===== src/rtl/uart_tx_scheduler.sv =====
// Round-robin, packet-granular sharing of one UART serializer among NUM_REQ byte streams.
// ser_start follows the req_ready handshake by 1 cycle; req_ready is held low while ser_busy.
module uart_tx_scheduler #(
  parameter int NUM_REQ    = 3,
  parameter int GAP_CYCLES = 400,
  parameter int TIMEOUT    = 4000000
) (
  input  logic                 clk,
  input  logic                 reset,
  input  logic [NUM_REQ-1:0]   req_valid,
  input  logic [8*NUM_REQ-1:0] req_data,
  input  logic [NUM_REQ-1:0]   req_last,
  output logic [NUM_REQ-1:0]   req_ready,
  output logic [7:0]           ser_data,
  output logic                 ser_start,
  input  logic                 ser_busy,
  output logic [NUM_REQ-1:0]   grant,
  output logic                 aborted
);

  localparam int IW   = (NUM_REQ > 1) ? $clog2(NUM_REQ) : 1;
  localparam int CMAX = (GAP_CYCLES > TIMEOUT) ? GAP_CYCLES : TIMEOUT;
  localparam int CW   = $clog2(CMAX + 1);
  localparam logic [CW-1:0] GAP_END = CW'(GAP_CYCLES - 1);
  localparam logic [CW-1:0] TO_END  = CW'(TIMEOUT - 1);
  localparam logic [CW-1:0] ACK_END = CW'(2);

  typedef enum logic [2:0] {IDLE, SEND, ACK, DRAIN, GAP} state_t;

  state_t               state, state_nxt;
  logic [IW-1:0]        owner, owner_nxt;
  logic [IW-1:0]        rr, rr_nxt;
  logic [IW-1:0]        pick, cand;
  logic                 found;
  logic                 hs;
  logic [NUM_REQ-1:0]   grant_nxt;
  logic [7:0]           ser_data_nxt;
  logic                 start_q, start_nxt;
  logic                 aborted_nxt;
  logic                 last_q, last_nxt;
  logic [CW-1:0]        cnt, cnt_nxt;

  // First valid requester strictly after the last winner, wrapping.
  always_comb begin
    pick  = rr;
    cand  = rr;
    found = 1'b0;
    for (int k = 1; k <= NUM_REQ; k++) begin
      cand = IW'((int'(rr) + k) % NUM_REQ);
      if (!found && req_valid[cand]) begin
        found = 1'b1;
        pick  = cand;
      end
    end
  end

  assign hs = (state == SEND) && req_valid[owner] && !ser_busy;

  always_comb begin
    req_ready = '0;
    if (hs) req_ready[owner] = 1'b1;
  end

  // Registered pulse, masked so nothing can reach the serializer while it is being reset.
  assign ser_start = start_q & ~reset;

  always_comb begin
    state_nxt    = state;
    owner_nxt    = owner;
    rr_nxt       = rr;
    grant_nxt    = grant;
    ser_data_nxt = ser_data;
    start_nxt    = 1'b0;
    aborted_nxt  = 1'b0;
    last_nxt     = last_q;
    cnt_nxt      = cnt;
    case (state)
      IDLE: begin
        if (found) begin
          owner_nxt       = pick;
          rr_nxt          = pick;
          grant_nxt       = '0;
          grant_nxt[pick] = 1'b1;
          cnt_nxt         = '0;
          state_nxt       = SEND;
        end
      end
      SEND: begin
        if (hs) begin
          ser_data_nxt = req_data[{owner, 3'b000} +: 8];
          start_nxt    = 1'b1;
          last_nxt     = req_last[owner];
          cnt_nxt      = '0;
          state_nxt    = ACK;
        end else if (!req_valid[owner]) begin
          if (cnt >= TO_END) begin
            aborted_nxt = 1'b1;
            grant_nxt   = '0;
            cnt_nxt     = '0;
            state_nxt   = GAP;
          end else begin
            cnt_nxt = cnt + 1'b1;
          end
        end
      end
      ACK: begin
        // A serializer that never raises busy is treated as having finished the byte.
        if (ser_busy || cnt >= ACK_END) begin
          cnt_nxt   = '0;
          state_nxt = DRAIN;
        end else begin
          cnt_nxt = cnt + 1'b1;
        end
      end
      DRAIN: begin
        if (!ser_busy) begin
          cnt_nxt = '0;
          if (last_q) begin
            grant_nxt = '0;
            state_nxt = GAP;
          end else begin
            state_nxt = SEND;
          end
        end
      end
      GAP: begin
        if (cnt >= GAP_END) begin
          cnt_nxt   = '0;
          state_nxt = IDLE;
        end else begin
          cnt_nxt = cnt + 1'b1;
        end
      end
      default: state_nxt = IDLE;
    endcase
  end

  always_ff @(posedge clk) begin
    if (reset) begin
      state    <= IDLE;
      owner    <= '0;
      rr       <= IW'(NUM_REQ - 1);
      grant    <= '0;
      ser_data <= 8'h00;
      start_q  <= 1'b0;
      aborted  <= 1'b0;
      last_q   <= 1'b0;
      cnt      <= '0;
    end else begin
      state    <= state_nxt;
      owner    <= owner_nxt;
      rr       <= rr_nxt;
      grant    <= grant_nxt;
      ser_data <= ser_data_nxt;
      start_q  <= start_nxt;
      aborted  <= aborted_nxt;
      last_q   <= last_nxt;
      cnt      <= cnt_nxt;
    end
  end

endmodule


===== config.mk =====
export PLATFORM = sky130hd
export DESIGN_NAME = uart_tx_scheduler
export DESIGN_NICKNAME = d
export VERILOG_FILES = /design/src/rtl/uart_tx_scheduler.sv
export SDC_FILE = /design/constraint.sdc
export NUM_CORES = 1
export LEC_CHECK = 0
export BUFFER_PORTS_ARGS = -buffer_cell sky130_fd_sc_hd__buf_2
export CORE_MARGIN = 8
export CORE_UTILIZATION = 45
export DETAILED_ROUTE_END_ITERATION = 6
export PLACE_DENSITY = 0.77
export RECOVER_POWER = 50
export SLEW_MARGIN = 20
export SYNTH_ARGS = -nofsm -noshare
export SYNTH_HDL_FRONTEND = slang
export SYNTH_SLANG_ARGS = --single-unit
export TNS_END_PERCENT = 20

===== constraint.sdc =====
create_clock -name clk -period 3.9 [get_ports clk]
set_clock_uncertainty 0.2 [all_clocks]
set_input_delay 0.78 -clock clk [delete_from_list [all_inputs] [get_ports clk]]
set_output_delay 0.78 -clock clk [all_outputs]
set_load 0.02 [all_outputs]

==> metrics.txt <==
sequential fraction of the synthesis area around 30%; worst-skew pair later-pin latency approximately 0.30 ns; first-pass GRT wire length around 12000 µm; Worst R2R Start cnt[1]; GRT overflow 0; Die ar. slightly below 9000 µm²; Resize count post-CTS 0; Hold Crit Depth 2; crit-path max FO 16; initial antenna violation count 0; number of diodes 0; Slew HR between 20 and 30%; hpwl dp 5069 µm; Hold EP grant[0]; Clock Sink Count 42; Max H-tree Level 2; Die Span Y between 90 and 100 µm; synth warn 0; pins over their slew limit 0; Tcrit/Tclk final a little under nine tenths; Setup-failing EPs final 0; reg2reg path depth 8; maximum vdd drop between 0.0004 and 0.0005 V; final setup TNS 0 ns; largest net degree at the start of global routing 50; Post-Syn Nets about 410; layout cell share with drive strength beyond 1 ~16%; Syn-to-layout area delta 12.39%; Placeable Area ~6000 µm²; Worst setup SP type flip-flop; Async S/R FF share, synth 0%; Final Hold Fails 0; Hold Crit Start grant[0]; top post-synthesis cells by area dfxtp_1, nand2_1, a21oi_1, nand3_1, nor3_1; post-synth top area share a little under a third; I/O pins roughly 50; GRT Util Overall between 15 and 20%; input/output buffers between 40 and 50; clk root buf clkbuf_8; Inst Count DP 470; Worst EP required between 2 and 3 ns; vias in the first global route 2742; Slew @ Worst Pin 1.043 ns; Rows 28; remaining antenna violation count 0; total CTS buffers 5; clk slew on worst S/H paths ~0.080 ns; Post-Layout Cell Count about 480; area leader, netlist dfxtp_1; number of max-cap violations 0; RSZ-0062 raised after global routing false; Power Density about 600 nW/µm²; Post-synth EDFFs 0; global placement routability congestion 0.9485; via count approximately 2900; DRC errors left 0; clock buffer depth 2; Filler Cell Count around 590; Initial Utilization a little under half; Syn Inst Count 370; ys flop type dfxtp_1; cts hold-fix bufs 0; Avg Vias per Cell ~6.0; DR WL/cell ~15 µm; crit path kind flip-flop to primary output; CTS tree done; synthesized cell area between 2000 and 3000 µm²; outcome completed; fmax between 300 and 400 MHz; Final min period roughly 3.3 ns; synthesized area per cell approximately 7.5 µm²; drt first-iter violations a little under 300; postcts setup bufs 0; Setup crit end kind primary output; nets between 400 and 500; Yosys reg bits 42; Detailed Routing Iterations Pass 1 4; Worst Hold Class flip-flop to flip-flop; Post-Route WL 6999 µm; P_leak roughly 0.0010 µW; reg-to-reg setup timing slack approximately 0.6 ns; Yosys cell types between 50 and 60; reg2reg end state[2]; Arr. time, crit path about 2.4 ns; width of the die 94.57 µm
## logic make-up after synthesis
group,after synthesis,synth area share (%)
DFF,42,30.27
and+or+nand+nor,173,33.06
muxes,9,3.604
AOI/OAI and AO/OA,97,24.55
buffers and inverters,44,6.351
adders and majority gates,5,2.162
## synth_stat cells (3+ instances only)
library cell,number
buf_1,4
a211oi_1,5
a21oi_1,25
o21ai_0,8
nor4bb_1,3
nand2_1,44
or3_1,13
nor3_1,20
nand3_1,21
a221oi_1,8
nand4_1,9
clkbuf_1,21
dfxtp_1,42
o21a_1,4
nor3b_1,3
ha_1,4
buf_2,3
nor2b_1,4
nand2b_1,7
nor2_1,25
o211ai_1,3
nand3b_1,3
and2_1,3
nor4_1,3
a22oi_1,3
o32ai_1,8
mux2_2,8
inv_1,15
a31oi_1,14
## worst max-delay path, cell delays in order, from the launching register on
cell	delay (ns)
dfxtp_1	0.71
mux2i_1	0.18
o21ai_0	0.26
nor2b_1	0.21
nand2_1	0.27
nor3_1	0.21
buf_2	0.20
## placed cells by master, fill, tap and decap left out, types with 4 or more instances in the layout
| cell type | count |
|---|---|
| o32ai_1 | 8 |
| clkbuf_1 | 13 |
| inv_1 | 15 |
| a221oi_1 | 8 |
| nand3_1 | 21 |
| nand2b_1 | 7 |
| o21ai_0 | 8 |
| a21oi_1 | 25 |
| dfxtp_1 | 42 |
| buf_2 | 35 |
| clkbuf_8 | 5 |
| nand4_1 | 9 |
| nand2_1 | 44 |
| ha_1 | 4 |
| mux2_2 | 8 |
| buf_4 | 6 |
| or3_1 | 13 |
| o21a_1 | 4 |
| nor2_1 | 25 |
| nor3_1 | 21 |
| a31oi_1 | 14 |
| nor2b_1 | 4 |
| a211oi_1 | 5 |
## through the flow
step                      util, %  instance area [µm²]  hold slack (ns)  setup slack (ns)  power (µW)
after floorplan                 -                 2778           0.2660            0.9107        1298
after global placement      50.99                 3037           0.2454            0.6942        1501
after detailed placement    50.99                 3037           0.2477            0.6291        1529
final                       52.42                 3122           0.2637            0.5742        1875
after global routing        52.42                 3122           0.2971            0.2033        2023
after CTS                   52.90                 3151           0.2601            0.5437        1882
## area by class of cell
type | count | area [µm²] | area share, %
Timing Repair Buffer | 54 | 269.0 | 8.617
Inverter | 15 | 56.30 | 1.804
Tap cell | 75 | 93.84 | 3.006
Clock buffer | 5 | 68.82 | 2.204
Clock inverter | 3 | 45.04 | 1.443
Multi-Input combinational cell | 284 | 1748 | 55.99
Sequential cell | 42 | 840.8 | 26.93
## per-layer routing
metal,track usage [%],share of wire (%),wire (µm)
met5,0,0,0
met4,4.681,1.5,104
met3,5.000,5.9,414
met2,25.49,45,3121
met1,20.39,48,3358
## how the worst max path moves through the flow
stage	start	end	slack (ns)	cells past startpoint
after floorplan	req_valid[2]	req_ready[0]	0.91	6
after global placement	req_valid[2]	req_ready[2]	0.69	7
after detailed placement	req_valid[2]	req_ready[2]	0.63	7
after CTS	owner[1]	req_ready[2]	0.54	6
after global routing	owner[1]	req_ready[2]	0.20	6
final	owner[1]	req_ready[2]	0.57	6
## report_power, final
part           switching (µW)  total [µW]  internal, µW
Sequential               80.9         566           485
Clock                     165         356           191
Combinational             597         953           356
## sequential cells by signal, summed over array words and instances (netlist names)
name	count
state	3
grant	3
ser_data	8
rr	1
cnt	22
last_q	1
owner	2
start_q	1
aborted	1
Power figures use the tool's default switching activity.
